`src/rtl/hps_cmd_pkg.sv`:
```
// Shared constants for the HPS command sequencer: register map, STATUS/CTRL
// bit positions, FSM encoding and the STATUS word packer.
package hps_cmd_pkg;

    localparam logic [1:0] ADDR_CMD    = 2'd0;
    localparam logic [1:0] ADDR_STATUS = 2'd1;
    localparam logic [1:0] ADDR_CTRL   = 2'd2;
    localparam logic [1:0] ADDR_LAST   = 2'd3;

    localparam int ST_BUSY    = 0;
    localparam int ST_FULL    = 1;
    localparam int ST_EMPTY   = 2;
    localparam int ST_OVF     = 3;
    localparam int ST_TIMEOUT = 4;
    localparam int ST_CNT_LSB = 8;

    localparam int CTRL_ENABLE = 0;
    localparam int CTRL_FLUSH  = 1;
    localparam int CTRL_IRQ_EN = 2;

    localparam logic [0:0] S_IDLE  = 1'b0;
    localparam logic [0:0] S_ISSUE = 1'b1;

    function automatic logic [31:0] pack_status(
        input logic       busy,
        input logic       full,
        input logic       empty,
        input logic       ovf,
        input logic       tmo,
        input logic [4:0] cnt
    );
        logic [31:0] w;
        w                           = '0;
        w[ST_BUSY]                  = busy;
        w[ST_FULL]                  = full;
        w[ST_EMPTY]                 = empty;
        w[ST_OVF]                   = ovf;
        w[ST_TIMEOUT]               = tmo;
        w[ST_CNT_LSB+4:ST_CNT_LSB]  = cnt;
        return w;
    endfunction

endpackage

```
`src/rtl/hps_cmd_fifo.sv`:
```
// Synchronous FIFO with one-cycle flush; pointers carry an extra wrap bit so
// full/empty and count (0..DEPTH) fall out of a pointer compare.
module hps_cmd_fifo #(
    parameter int DEPTH = 4,
    parameter int WIDTH = 32,
    localparam int AW   = $clog2(DEPTH)
) (
    input  logic             clock,
    input  logic             reset_n,
    input  logic             push,
    input  logic [WIDTH-1:0] wdata,
    input  logic             pop,
    input  logic             flush,
    output logic [WIDTH-1:0] rdata,
    output logic             full,
    output logic             empty,
    output logic [AW:0]      count
);

    logic [WIDTH-1:0] mem_q [DEPTH];
    logic [AW:0]      wr_ptr_q, wr_ptr_d;
    logic [AW:0]      rd_ptr_q, rd_ptr_d;
    logic             do_push;
    logic             do_pop;

    assign empty = (wr_ptr_q == rd_ptr_q);
    assign full  = (wr_ptr_q[AW] != rd_ptr_q[AW]) &&
                   (wr_ptr_q[AW-1:0] == rd_ptr_q[AW-1:0]);
    assign count = wr_ptr_q - rd_ptr_q;
    assign rdata = mem_q[rd_ptr_q[AW-1:0]];

    // A push into a full FIFO is still taken when the head leaves in the same cycle.
    assign do_pop  = pop && !empty && !flush;
    assign do_push = push && (!full || do_pop) && !flush;

    always_comb begin
        wr_ptr_d = wr_ptr_q;
        rd_ptr_d = rd_ptr_q;
        if (flush) begin
            rd_ptr_d = wr_ptr_q;
        end else begin
            if (do_push) wr_ptr_d = wr_ptr_q + 1'b1;
            if (do_pop)  rd_ptr_d = rd_ptr_q + 1'b1;
        end
    end

    always_ff @(posedge clock or negedge reset_n) begin
        if (!reset_n) begin
            wr_ptr_q <= '0;
            rd_ptr_q <= '0;
        end else begin
            wr_ptr_q <= wr_ptr_d;
            rd_ptr_q <= rd_ptr_d;
        end
    end

    always_ff @(posedge clock) begin
        if (do_push) mem_q[wr_ptr_q[AW-1:0]] <= wdata;
    end

endmodule

```
`src/rtl/hps_cmd_sequencer.sv`:
```
// Avalon-MM command sequencer: buffers HPS command words and issues them over
// valid/ready. Optional handshake watchdog: define HPS_CMD_SEQ_TIMEOUT_EN.
module hps_cmd_sequencer
    import hps_cmd_pkg::*;
#(
    parameter int DEPTH          = 4,
    parameter int TIMEOUT_CYCLES = 1024
) (
    input  logic        clock,
    input  logic        reset_n,
    input  logic [1:0]  address,
    input  logic        write,
    input  logic [31:0] writedata,
    input  logic        read,
    output logic [31:0] readdata,
    output logic [31:0] cmd_data,
    output logic        cmd_valid,
    input  logic        cmd_ready,
    output logic        irq,
    output logic [0:0]  dbg_state_o
);

    localparam int AW = $clog2(DEPTH);

    // Downstream handshake: a word transfers on a rising edge where cmd_valid
    // and cmd_ready are both 1; cmd_data is stable while valid && !ready.

    logic [0:0]  state_q, state_d;
    logic        cmd_valid_q, cmd_valid_d;
    logic [31:0] cmd_data_q, cmd_data_d;
    logic [31:0] last_q, last_d;
    logic [31:0] readdata_q, readdata_d;
    logic        enable_q, enable_d;
    logic        irq_en_q, irq_en_d;
    logic        ovf_q, ovf_d;
    logic        timeout_q;
    logic        timeout_set;

    logic        cmd_wr, status_wr, ctrl_wr;
    logic        flush;
    logic        fifo_pop;
    logic        can_issue;
    logic [31:0] fifo_rdata;
    logic        fifo_full, fifo_empty;
    logic [AW:0] fifo_count;
    logic [4:0]  count5;

    assign cmd_wr    = write && (address == ADDR_CMD);
    assign status_wr = write && (address == ADDR_STATUS);
    assign ctrl_wr   = write && (address == ADDR_CTRL);
    assign flush     = ctrl_wr && writedata[CTRL_FLUSH];
    assign can_issue = enable_q && !fifo_empty && !flush;
    assign count5    = 5'(fifo_count);

    hps_cmd_fifo #(
        .DEPTH (DEPTH),
        .WIDTH (32)
    ) u_fifo (
        .clock   (clock),
        .reset_n (reset_n),
        .push    (cmd_wr),
        .wdata   (writedata),
        .pop     (fifo_pop),
        .flush   (flush),
        .rdata   (fifo_rdata),
        .full    (fifo_full),
        .empty   (fifo_empty),
        .count   (fifo_count)
    );

`ifdef HPS_CMD_SEQ_TIMEOUT_EN
    localparam int TW = $clog2(TIMEOUT_CYCLES) + 1;

    logic [TW-1:0] tmo_cnt_q, tmo_cnt_d;
    logic          tmo_hit;
    logic          tmo_q, tmo_d;

    assign tmo_hit   = (tmo_cnt_q == TW'(TIMEOUT_CYCLES - 1));
    assign tmo_cnt_d = (state_q == S_ISSUE && !cmd_ready && !tmo_hit) ?
                       tmo_cnt_q + 1'b1 : '0;
    assign tmo_d     = timeout_set ||
                       (tmo_q && !(status_wr && writedata[ST_TIMEOUT]));
    assign timeout_q = tmo_q;

    always_ff @(posedge clock or negedge reset_n) begin
        if (!reset_n) begin
            tmo_cnt_q <= '0;
            tmo_q     <= 1'b0;
        end else begin
            tmo_cnt_q <= tmo_cnt_d;
            tmo_q     <= tmo_d;
        end
    end
`else
    logic unused_timeout_cfg;
    assign unused_timeout_cfg = (TIMEOUT_CYCLES > 0);
    assign timeout_q          = 1'b0;
`endif

    always_comb begin
        state_d     = state_q;
        cmd_valid_d = cmd_valid_q;
        cmd_data_d  = cmd_data_q;
        last_d      = last_q;
        fifo_pop    = 1'b0;
        timeout_set = 1'b0;
        case (state_q)
            S_IDLE: begin
                if (can_issue) begin
                    fifo_pop    = 1'b1;
                    cmd_data_d  = fifo_rdata;
                    cmd_valid_d = 1'b1;
                    state_d     = S_ISSUE;
                end
            end
            S_ISSUE: begin
                if (cmd_ready) begin
                    last_d = cmd_data_q;
                    if (can_issue) begin
                        fifo_pop   = 1'b1;
                        cmd_data_d = fifo_rdata;
                    end else begin
                        cmd_valid_d = 1'b0;
                        state_d     = S_IDLE;
                    end
                end
`ifdef HPS_CMD_SEQ_TIMEOUT_EN
                else if (tmo_hit) begin
                    cmd_valid_d = 1'b0;
                    timeout_set = 1'b1;
                    state_d     = S_IDLE;
                end
`endif
            end
            default: begin
                cmd_valid_d = 1'b0;
                state_d     = S_IDLE;
            end
        endcase
    end

    // Sticky set wins over a same-cycle write-1-to-clear.
    assign ovf_d = (cmd_wr && fifo_full && !fifo_pop && !flush) ||
                   (ovf_q && !(status_wr && writedata[ST_OVF]));

    assign enable_d = ctrl_wr ? writedata[CTRL_ENABLE] : enable_q;
    assign irq_en_d = ctrl_wr ? writedata[CTRL_IRQ_EN] : irq_en_q;

    always_comb begin
        readdata_d = readdata_q;
        if (read) begin
            case (address)
                ADDR_STATUS: readdata_d = pack_status(cmd_valid_q, fifo_full, fifo_empty,
                                                      ovf_q, timeout_q, count5);
                ADDR_CTRL:   readdata_d = {29'd0, irq_en_q, 1'b0, enable_q};
                ADDR_LAST:   readdata_d = last_q;
                default:     readdata_d = '0;
            endcase
        end
    end

    always_ff @(posedge clock or negedge reset_n) begin
        if (!reset_n) begin
            state_q     <= S_IDLE;
            cmd_valid_q <= 1'b0;
            cmd_data_q  <= '0;
            last_q      <= '0;
            readdata_q  <= '0;
            enable_q    <= 1'b0;
            irq_en_q    <= 1'b0;
            ovf_q       <= 1'b0;
        end else begin
            state_q     <= state_d;
            cmd_valid_q <= cmd_valid_d;
            cmd_data_q  <= cmd_data_d;
            last_q      <= last_d;
            readdata_q  <= readdata_d;
            enable_q    <= enable_d;
            irq_en_q    <= irq_en_d;
            ovf_q       <= ovf_d;
        end
    end

    assign cmd_valid   = cmd_valid_q;
    assign cmd_data    = cmd_data_q;
    assign readdata    = readdata_q;
    assign irq         = irq_en_q && (ovf_q || timeout_q);
    assign dbg_state_o = state_q;

endmodule

```
`config.mk`:
```
export PLATFORM = sky130hd
export DESIGN_NAME = hps_cmd_sequencer
export DESIGN_NICKNAME = d
export VERILOG_FILES = /design/src/rtl/hps_cmd_pkg.sv /design/src/rtl/hps_cmd_fifo.sv /design/src/rtl/hps_cmd_sequencer.sv
export SDC_FILE = /design/constraint.sdc
export NUM_CORES = 1
export LEC_CHECK = 0
export BUFFER_PORTS_ARGS = -buffer_cell sky130_fd_sc_hd__clkbuf_2
export CAP_MARGIN = 5
export CORE_MARGIN = 10
export CORE_UTILIZATION = 50
export DETAILED_ROUTE_END_ITERATION = 6
export PLACE_DENSITY_LB_ADDON = 0.1
export SETUP_SLACK_MARGIN = 0.1
export SYNTH_ARGS = -nofsm -noshare
export SYNTH_HDL_FRONTEND = slang
export SYNTH_SLANG_ARGS = --single-unit
```
`constraint.sdc`:
```
create_clock -name clock -period 8.33 [get_ports clock]
set_input_delay 0.833 -clock clock [delete_from_list [all_inputs] [get_ports clock]]
set_output_delay 0.833 -clock clock [all_outputs]
set_load 0.05 [all_outputs]
```
### Word level (Yosys, flattened, before mapping)

Memories as Yosys holds them, arrays and structs flattened.
Index checks and enable logic that the tools add are counted.

* add/sub/neg operators: 3
* multiply operators: 0
* divide/modulo/power cells: 0
* magnitude comparators: 0
* eq/ne operators: 9
* shift operators: 0
* muxes and demuxes: 17
* bitwise logic cells: 2
* reductions and logical operators: 29

Operator list (number)
* $pmux 32 s3: 1
* $mux 32: 2
* $pmux 32 s2: 1
* $logic_and 1x1->1: 17
* $mux 1: 8
* $add 3x1->3 const B: 2
* $mux 3: 2
* $ne 2x2->1 const B: 3
* $pmux 1 s2: 3
* $logic_not 1->1: 5
* $eq 2x2->1 const B: 2
* $reduce_and 2->1: 2
* $eq 3x3->1: 1
* $reduce_and 3->1: 1
* $sub 3x3->3: 1
* $eq 2x1->1 const B: 1
* $eq 2x2->1: 1
* $logic_not 2->1: 1
* $logic_or 1x1->1: 2
* $not 1->1: 2
* $reduce_bool 2->1: 1
* $ne 1x1->1: 1

* register bits: 107
* latch bits: 0
* bits in writable memories: 128
* ROM bits: 0
* input bits: 39
* output and inout port bits: 67
* logic and storage cells: 71
* memories: 1

Memories
* u_fifo.mem_q: words 4, width 32, read ports 1, clocked after Yosys merged registers in 0, write ports 1, RTL line hps_cmd_fifo.sv:20 `logic [WIDTH-1:0] mem_q [DEPTH];`

### Depth between registers and ports, before layout

Gate-level depths: netlist (run 1).

* word-level depth: 15
* mapped depth: 10
* depth with buffers taken out: 6

### Cells and area by module

A second synthesis (run 1) with hierarchy kept.

* cell total of the unflattened synthesis: 525
* area total of the unflattened synthesis: 9223.8 sq um

By module, submodules not included
* hps_cmd_fifo: times used 1, cells an instance 225, area each 5138.7 sq um, seq. area each 3993.8 sq um
* hps_cmd_sequencer: times used 1, cells an instance 300, area each 4085.2 sq um, seq. area each 2527.4 sq um

### Least setup slack after synthesis (run 1)

Ideal clock, no wire load.

* path type: register to register
* start point: register u_fifo.rd_ptr_q[1]
* end point: memory u_fifo.mem_q[3][0] (enable)
* setup time: 0.472 ns
* data arrival time: 4.125 ns
* data required time: 7.858 ns
* slack: 3.733 ns
* stages on the path, launching flop included: 8
* buffers on the path: 2
* clock period less this slack: 4.597 ns
* cell sequence: dfrtp_1 > clkbuf_1 > clkbuf_1 > inv_1 > ha_1 > nand2_1 > a311oi_1 > nor3b_1

* longest elaborated chain between the ends: 14
* elaborated cells on any way between the ends: 17
* those cells by class: 2 x eq/ne; 5 x mux; 10 x reduce/logical

Ends and longest elaborated chain
* start: declaration: RTL line hps_cmd_fifo.sv:22 `logic [AW:0] rd_ptr_q, rd_ptr_d;`
* start signal: assignment: RTL line hps_cmd_fifo.sv:53 `rd_ptr_q <= rd_ptr_d;`
* $eq 3x3->1: RTL line hps_cmd_fifo.sv:26 `assign empty = (wr_ptr_q == rd_ptr_q);`
* $logic_not 1->1: RTL line hps_cmd_fifo.sv:33, hps_cmd_sequencer.sv:52
* $logic_and 1x1->1 (2 in a row): RTL line hps_cmd_sequencer.sv:52 `assign can_issue = enable_q && !fifo_empty && !flush;`
* $mux 1: RTL line hps_cmd_sequencer.sv:109, hps_cmd_sequencer.sv:119
* $mux 1: RTL line hps_cmd_sequencer.sv:117 `if (cmd_ready) begin`
* $pmux 1 s2: RTL line hps_cmd_sequencer.sv:107 `case (state_q)`
* $logic_and 1x1->1 (2 in a row): RTL line hps_cmd_fifo.sv:33 `assign do_pop = pop && !empty && !flush;`
* $logic_or 1x1->1 *: RTL line hps_cmd_fifo.sv:34 `assign do_push = push && (!full || do_pop) && !flush;`
* $logic_and 1x1->1 * (2 in a row): RTL line hps_cmd_fifo.sv:34
* $mux 1 *: RTL line hps_cmd_fifo.sv:58 `if (do_push) mem_q[wr_ptr_q[AW-1:0]] <= wdata;`
* $mux 1 (implied by the code) *: RTL line hps_cmd_fifo.sv:58
* end: declaration: RTL line hps_cmd_fifo.sv:20

Every way passes the cells marked *; elsewhere a longest branch is shown, timed or not.

### Worst setup path after layout (run 1)

Same ends and word-level chain as after synthesis.

==> results of run 1 <==
-- cells by family (layout without fill, tap and decap cells) --
logic type,after synthesis,count (layout),share of synthesized area (%)
DFF,235,235,71.2
muxes,103,103,17.8
and+or+nand+nor,59,59,3.06
buffers and inverters,57,186,3.02
AOI/OAI and AO/OA,47,47,3.02
adders and majority gates,8,8,1.17
xor gates and xnor gates,7,7,0.752
-- cell type report --
type                       count  area, um^2  area share [%]
multi-input combinational    224        2370            22.2
inverter                      32         120            1.12
sequential                   235        6520            61.0
clock buffer                  32         682            6.38
tap                          229         287            2.68
timing repair buffer         110         566            5.29
clock inverter                12         138            1.29
-- registers in the layout, summed over array words and instances (netlist names), 3 cells and up --
register,cells
cmd_data,32
readdata,32
last_q,32
u_fifo.mem_q,128
u_fifo.rd_ptr_q,3
u_fifo.wr_ptr_q,3
-- critical path, cell delays in order (launching register included) --
cell	delay (ns)
dfrtp_2	0.99
inv_1	0.12
ha_1	0.32
nand2_1	0.23
a311oi_1	0.11
nor3b_2	0.77
buf_4	0.46
-- report_power, final --
group / switching (mW) / internal, mW / leakage (nW)
clock: 0.417 / 0.667 / 0.400
sequential: 0.210 / 1.49 / 2.47
combinational: 0.815 / 0.571 / 1.41
total: 1.44 / 2.73 / 4.28
-- per-layer routing --
layer	up-vias	part of all wire, %	track usage, %	wire length, um
li1	2126	-	-	-
met1	2372	43	19.2	7690
met2	102	50	25.4	8980
met3	25	5.8	4.19	1050
met4	2	1.7	3.21	306
met5	-	0.072	0	13
-- worst max path at each step --
| stage | end | cells past startpoint | startpoint |
|---|---|---|---|
| final | u_fifo.mem_q[3][0]$_DFFE_PP_ | 6 | u_fifo.rd_ptr_q[1]$_DFFE_PN0P_ |
| after global placement | u_fifo.mem_q[3][6]$_DFFE_PP_ | 6 | u_fifo.rd_ptr_q[1]$_DFFE_PN0P_ |
| after detailed placement | u_fifo.mem_q[3][5]$_DFFE_PP_ | 6 | u_fifo.rd_ptr_q[1]$_DFFE_PN0P_ |
| after CTS | u_fifo.mem_q[3][21]$_DFFE_PP_ | 6 | u_fifo.rd_ptr_q[1]$_DFFE_PN0P_ |
| after global routing | u_fifo.mem_q[3][21]$_DFFE_PP_ | 6 | u_fifo.rd_ptr_q[1]$_DFFE_PN0P_ |
| after floorplan | u_fifo.mem_q[3][0]$_DFFE_PP_ | 7 | u_fifo.rd_ptr_q[1]$_DFFE_PN0P_ |
-- synthesized netlist by cell type --
cell type	n
nand2_1	33
buf_12	3
xor2_1	3
or3b_2	1
nand3b_1	1
and3_1	1
fa_1	1
o22ai_1	4
o41ai_1	1
buf_6	1
buf_1	3
o2111ai_1	1
xnor2_1	3
mux2_4	29
buf_2	5
nand2b_1	1
nand4b_2	1
mux2_2	40
o211ai_4	1
o211ai_1	1
edfxtp_1	128
and2_1	4
dfrtp_1	107
nor2b_1	3
nand3_1	1
nor2b_4	1
nor3_1	1
a21oi_1	10
ha_1	7
mux2i_1	2
o21ai_0	26
a31o_2	1
nor3b_1	1
nor2_1	10
a22oi_1	1
mux4_2	32
a311oi_1	1
clkbuf_1	13
xor2_2	1
inv_1	32
==> results.tsv, run 1 <==
stage	metric	value	unit
outcome	status	finished clean	
cells_and_area	Area Growth Syn to Fin	16.7	%
cells_and_area	final core occ	59.5	%
global_routing	total grt overflow	0	
global_routing	vias in the first global route	5087	
floorplanning	core region area	0.0180	mm^2
clock_network	clk_lat worst skew	0.51	ns
clock_network	clock sink total	235	
worst_setup_path	crit path DAT	3.53	ns
synth	Post-Syn Area	0.00916	mm^2
synth	syn avg cell area	17.7	um^2
drt	First-pass DRT Iterations	4	
cells_and_area	antenna cells	0	
clock_network	CTS tree	built	
min_path	Hold Path Class	in -> async	
worst_setup_path	reg-to-reg startpoint	u_fifo.rd_ptr_q[1]$_DFFE_PN0P_	
cells_and_area	fraction of layout cells with a size suffix above 1	40.6	%
synth	Syn Nets	563	
power_and_ir_drop	worst vdd ir	248	uV
synth	Mapped Cells	516	
worst_setup_path	CP Data Required Time	8.49	ns
placed_design	DP Wirelength	11500	um
worst_setup_path	R2R cell count	6	
clock_network	cts bufs inserted	24	
floorplanning	Die Y-Extent	155	um
timing	# setup viols final	0	
worst_setup_path	class of the most critical setup path	reg -> reg	
synth	Yosys reg bits	235	
worst_setup_path	Critical Path Fanout Max	36	
synth	dominant cells by area after synthesis	edfxtp_1 42%, dfrtp_1 29%, mux4_2 7.9%	
cells_and_area	commonest non-fill, non-tap cell in the layout	edfxtp_1	
drt	vias per cell	5.29	
synth	synth warn	0	
drt	Antenna Nets Post-Route	0	
drt	drt wl/cell	20.6	um
floorplanning	die footprint	0.0241	mm^2
timing	final worst slack	4.96	ns
drt	via count	4627	
power_and_ir_drop	leakage	4.28	nW
synth	Yosys cell types	40	
timing	Final Cycle Share	40.4	%
job	Max-cap violations	0	
clock_network	Max Root-Sink Buffers	3	
timing	Fmax	297	MHz
timing	final critical-path required period	3.37	ns
floorplanning	Row Count	49	
timing	setup TNS	0	ns
global_routing	first-pass GRT wire length	29000	um
power_and_ir_drop	post-route total power	4.17	mW
clock_network	Clock Tree Root	clkbuf_16	
timing	Hold Fails Final Rpt	0	
floorplanning	DIE WIDTH	155	um
placed_design	Placed Instances	830	
timing	RSZ-0062 raised after global routing	no	
global_routing	largest net degree at the start of global routing	56	
timing	Rel. slew slack	36.8	%
cells_and_area	Post-Layout Inst Area	0.0107	mm^2
placed_design	dpl ws	4.91	ns
cells_and_area	Fillers	1384	
timing	actual slew at the worst max-slew pin	0.948	ns
timing	Worst Skew	0.0225	ns
timing	Slew Viols, Final	0	
placed_design	Port-buffer cells	105	
drt	Initial DRC Count	208	
placed_design	Final Wtd Congestion	0.835	
cells_and_area	non-filler cells, final	874	
worst_setup_path	Setup crit end kind	flop	
cells_and_area	most frequent cells in the layout	128 x edfxtp_1, 105 x dfrtp_1, 104 x clkbuf_2	
power_and_ir_drop	pwr dens	390	mW/mm^2
global_routing	GRT Total Usage	15.1	%
worst_setup_path	r2r setup slk	4.96	ns
worst_setup_path	r2r endpoint	u_fifo.mem_q[3][0]$_DFFE_PP_	
cells_and_area	Net count, final	674	
placed_design	area of placed instances	0.00987	mm^2
global_routing	initial antenna violation count	1	
clock_network	Post-CTS Hold Buffers	0	
synth	most area-hungry cell type in the Yosys netlist	edfxtp_1	
clock_network	clk slew on worst S/H paths	0.06	ns
synth	post-synthesis sequential area ratio	71.2	%
clock_network	setup bufs post-CTS	0	
synth	top-area cell type share of the netlist area	42.0	%
worst_setup_path	Startpoint Class	flop	
floorplanning	starting density of the core	51.0	%
drt	post-route DRC violation count	0	
floorplanning	I/O pin count	106	
drt	final wirelength	18000	um
clock_network	post-CTS sizing	0	
timing	Worst Hold Margin	0.381	ns
clock_network	htree depth	1	
Power figures use the tool's default switching activity.
==> run 2: changes to the inputs <==
- clock period: 8.33 -> 3.14 ns (I/O delays scaled with it)
==> run 2 against run 1 <==
Clock-buffer cell count shrank 3. Global-route usage grew 0.18 points. Die area is the same. Combinational power grew to 2.8 times the previous value. Flip-flop and latch count is the same. Non-clock buffer count grew 4. Cell count grew 0.46%. Sequential power grew to 2.6 times the previous value. Setup slack lost 4.6 ns. Utilization grew 0.53 points. Wire length grew 1.9%. Largest cell class unchanged.
==> results.tsv, run 2 (synthesis gave the netlist of run 1 again) <==
stage	metric	value	unit	change
timing	final critical-path required period	2.77	ns	was 3.37 ns
power_and_ir_drop	pwr dens	1040	mW/mm^2	was 390 mW/mm^2
drt	drt wl/cell	20.9	um	was 20.6 um
timing	Worst Skew	0.00757	ns	was 0.0225 ns
timing	# setup viols final	0		unchanged
worst_setup_path	Critical Path Fanout Max	32		was 36
worst_setup_path	slowest CP cell	and2_2		was dfrtp_2
clock_network	Clock Tree Root	clkbuf_16		unchanged
cells_and_area	commonest non-fill, non-tap cell in the layout	edfxtp_1		unchanged
clock_network	cts bufs inserted	24		unchanged
clock_network	Max Root-Sink Buffers	3		unchanged
floorplanning	starting density of the core	51.0	%	unchanged
power_and_ir_drop	clock network power share	26.9	%	was 26.0%
global_routing	largest net degree at the start of global routing	57		was 56
timing	setup TNS	0	ns	unchanged
job	Max-cap violations	0		unchanged
worst_setup_path	CP Data Required Time	3.27	ns	was 8.49 ns
placed_design	area of placed instances	0.00991	mm^2	was 0.00987 mm^2
cells_and_area	Area Growth Syn to Fin	17.7	%	was 16.7%
timing	RSZ-0062 raised after global routing	no		unchanged
global_routing	total grt overflow	0		unchanged
power_and_ir_drop	Comb pwr share	34.1	%	was 33.2%
clock_network	htree depth	1		unchanged
timing	Slew Viols, Final	0		unchanged
timing	Final Cycle Share	88.2	%	was 40.4%
worst_setup_path	Startpoint Class	flop		unchanged
worst_setup_path	crit path DAT	2.89	ns	was 3.53 ns
min_path	Hold Path Class	in -> reg		was in -> async
clock_network	clk slew on worst S/H paths	0.06	ns	about the same
timing	Rel. slew slack	35.7	%	was 36.8%
cells_and_area	final core occ	60.0	%	was 59.5%
drt	First-pass DRT Iterations	5		was 4
worst_setup_path	CP peak stage delay	0.83	ns	was 0.99 ns
outcome	status	finished clean		unchanged
placed_design	Port-buffer cells	105		unchanged
cells_and_area	Net count, final	678		was 674
drt	post-route DRC violation count	0		unchanged
drt	Initial DRC Count	237		was 208
power_and_ir_drop	leakage	4.32	nW	was 4.28 nW
clock_network	clk_lat worst skew	0.51	ns	about the same
worst_setup_path	worst-path cell chain	inv_1 -> ha_1 -> nand2_1 -> a311oi_1 -> nor2_1 -> and2_2		was inv_1 -> ha_1 -> nand2_1 -> a311oi_1 -> nor3b_2 -> buf_4
worst_setup_path	Setup crit end kind	flop		unchanged
floorplanning	Row Count	49		unchanged
power_and_ir_drop	P_sw	3.90	mW	was 1.44 mW
timing	Hold Fails Final Rpt	0		unchanged
power_and_ir_drop	Flop pwr share	39.0	%	was 40.8%
timing	Fmax	361	MHz	was 297 MHz
floorplanning	DIE WIDTH	155	um	unchanged
global_routing	first-pass GRT wire length	29200	um	was 29,000 um
floorplanning	Die Y-Extent	155	um	unchanged
placed_design	dpl ws	0.362	ns	was 4.91 ns
cells_and_area	antenna cells	0		unchanged
floorplanning	core region area	0.0180	mm^2	unchanged
cells_and_area	Fillers	1367		was 1,384
cells_and_area	max reg flops	128		unchanged
drt	vias per cell	5.30		was 5.29
power_and_ir_drop	worst vdd ir	583	uV	was 248 uV
placed_design	DP Wirelength	11600	um	was 11,500 um
placed_design	Final Wtd Congestion	0.835		about the same
global_routing	initial antenna violation count	1		unchanged
clock_network	setup bufs post-CTS	0		unchanged
global_routing	vias in the first global route	5058		was 5,087
clock_network	clock sink total	235		unchanged
timing	actual slew at the worst max-slew pin	0.961	ns	was 0.948 ns
drt	Antenna Nets Post-Route	0		unchanged
floorplanning	I/O pin count	106		unchanged
global_routing	GRT Total Usage	15.3	%	was 15.1%
clock_network	CTS tree	built		unchanged
power_and_ir_drop	sw frac	34.7	%	was 34.6%
timing	final worst slack	0.372	ns	was 4.96 ns
cells_and_area	most frequent cells in the layout	128 x edfxtp_1, 105 x dfrtp_1, 104 x clkbuf_2		unchanged
power_and_ir_drop	internal power	7.34	mW	was 2.73 mW
drt	via count	4652		was 4,627
worst_setup_path	class of the most critical setup path	reg -> reg		unchanged
cells_and_area	Post-Layout Inst Area	0.0108	mm^2	was 0.0107 mm^2
drt	final wirelength	18400	um	was 18,000 um
floorplanning	die footprint	0.0241	mm^2	unchanged
cells_and_area	fraction of layout cells with a size suffix above 1	41.3	%	was 40.6%
-- run 2: cell count changes in the layout (fill, tap and decap cells not counted) --
cell           change
nor3b_2            -1
clkbuf_1           -3
bufinv_16          +1
buf_4              +2
nor3b_4            +1
dlygate4sd3_1      +1
clkinv_4           +4
buf_12             +1
clkinv_2           -2
-- run 2: final cells by class --
type | count | area [um^2] | share of cell area, %
Clock inverter | 15 | 193 | 1.79
Inverter | 32 | 120 | 1.11
Timing Repair Buffer | 114 | 611 | 5.66
Multi-Input combinational cell | 224 | 2380 | 22.0
Tap cell | 229 | 287 | 2.66
Clock buffer | 29 | 671 | 6.22
Sequential cell | 235 | 6520 | 60.5
-- run 2: timing repair --
| action | 4_1_cts | 5_1_grt |
|---|---|---|
| resized for setup | 0 | 0 |
| endpoints found under the hold margin | 55 | 0 |
| hold buffers | 1 | 0 |
-- run 2: worst paths after layout --
| kind | cells after the start | endpoint | from | slack (ns) |
|---|---|---|---|---|
| setup / recovery | 6 | u_fifo.mem_q[0][22]$_DFFE_PP_ | u_fifo.wr_ptr_q[0]$_DFFE_PN0P_ | 0.37 |
| hold / removal | 1 | u_fifo.mem_q[2][21]$_DFFE_PP_ | writedata[21] | 0.02 |
| setup reg to reg | 6 | u_fifo.mem_q[0][22]$_DFFE_PP_ | u_fifo.wr_ptr_q[0]$_DFFE_PN0P_ | 0.37 |
| hold reg to reg | 2 | readdata[6]$_DFFE_PN0P_ | last_q[6]$_DFFE_PN0P_ | 0.47 |
| max in group asynchronous | 3 | cmd_data[12]$_DFFE_PN0P_ | reset_n | 1.99 |
| min in group asynchronous | 2 | cmd_valid$_DFFE_PN0P_ | reset_n | 0.40 |
-- run 2: power by group through the flow --
| stage | clock, mW | combinational [mW] | sequential (mW) |
|---|---|---|---|
| after detailed placement | 0 | 3.90 | 4.44 |
| final | 3.03 | 3.83 | 4.38 |
| after CTS | 3.09 | 3.91 | 4.39 |
| after global routing | 3.21 | 4.12 | 4.47 |
| after floorplan | 0 | 2.05 | 5.39 |
| after global placement | 0 | 3.84 | 4.42 |
-- run 2: through the flow --
| stage | hold WS (ns) | cells | total power, mW |
|---|---|---|---|
| final | 0.0250 | 878 | 11.2 |
| after global routing | 0.0205 | 878 | 11.8 |
| after detailed placement | 0.415 | 833 | 8.34 |
| after floorplan | 0.0184 | 516 | 7.44 |
| after CTS | 0.0122 | 878 | 11.4 |
| after global placement | 0.399 | 833 | 8.26 |
-- run 2: worst max-delay path: cells and delay by family (launching register included) --
| kind | cells | cell delay (ns) |
|---|---|---|
| DFF | 1 | 0.41 |
| adders and majority gates | 1 | 0.28 |
| and+or+nand+nor | 3 | 1.38 |
| AOI/OAI and AO/OA | 1 | 0.14 |
| buffers and inverters | 1 | 0.16 |
-- run 2: routing by layer --
layer | vias to the layer above | global-route usage [%] | part of all wire, %
li1 | 2134 | - | -
met1 | 2368 | 20.6 | 43
met2 | 120 | 24.9 | 49
met3 | 28 | 3.67 | 6.7
met4 | 2 | 3.12 | 1.4
met5 | - | 0 | 0.11
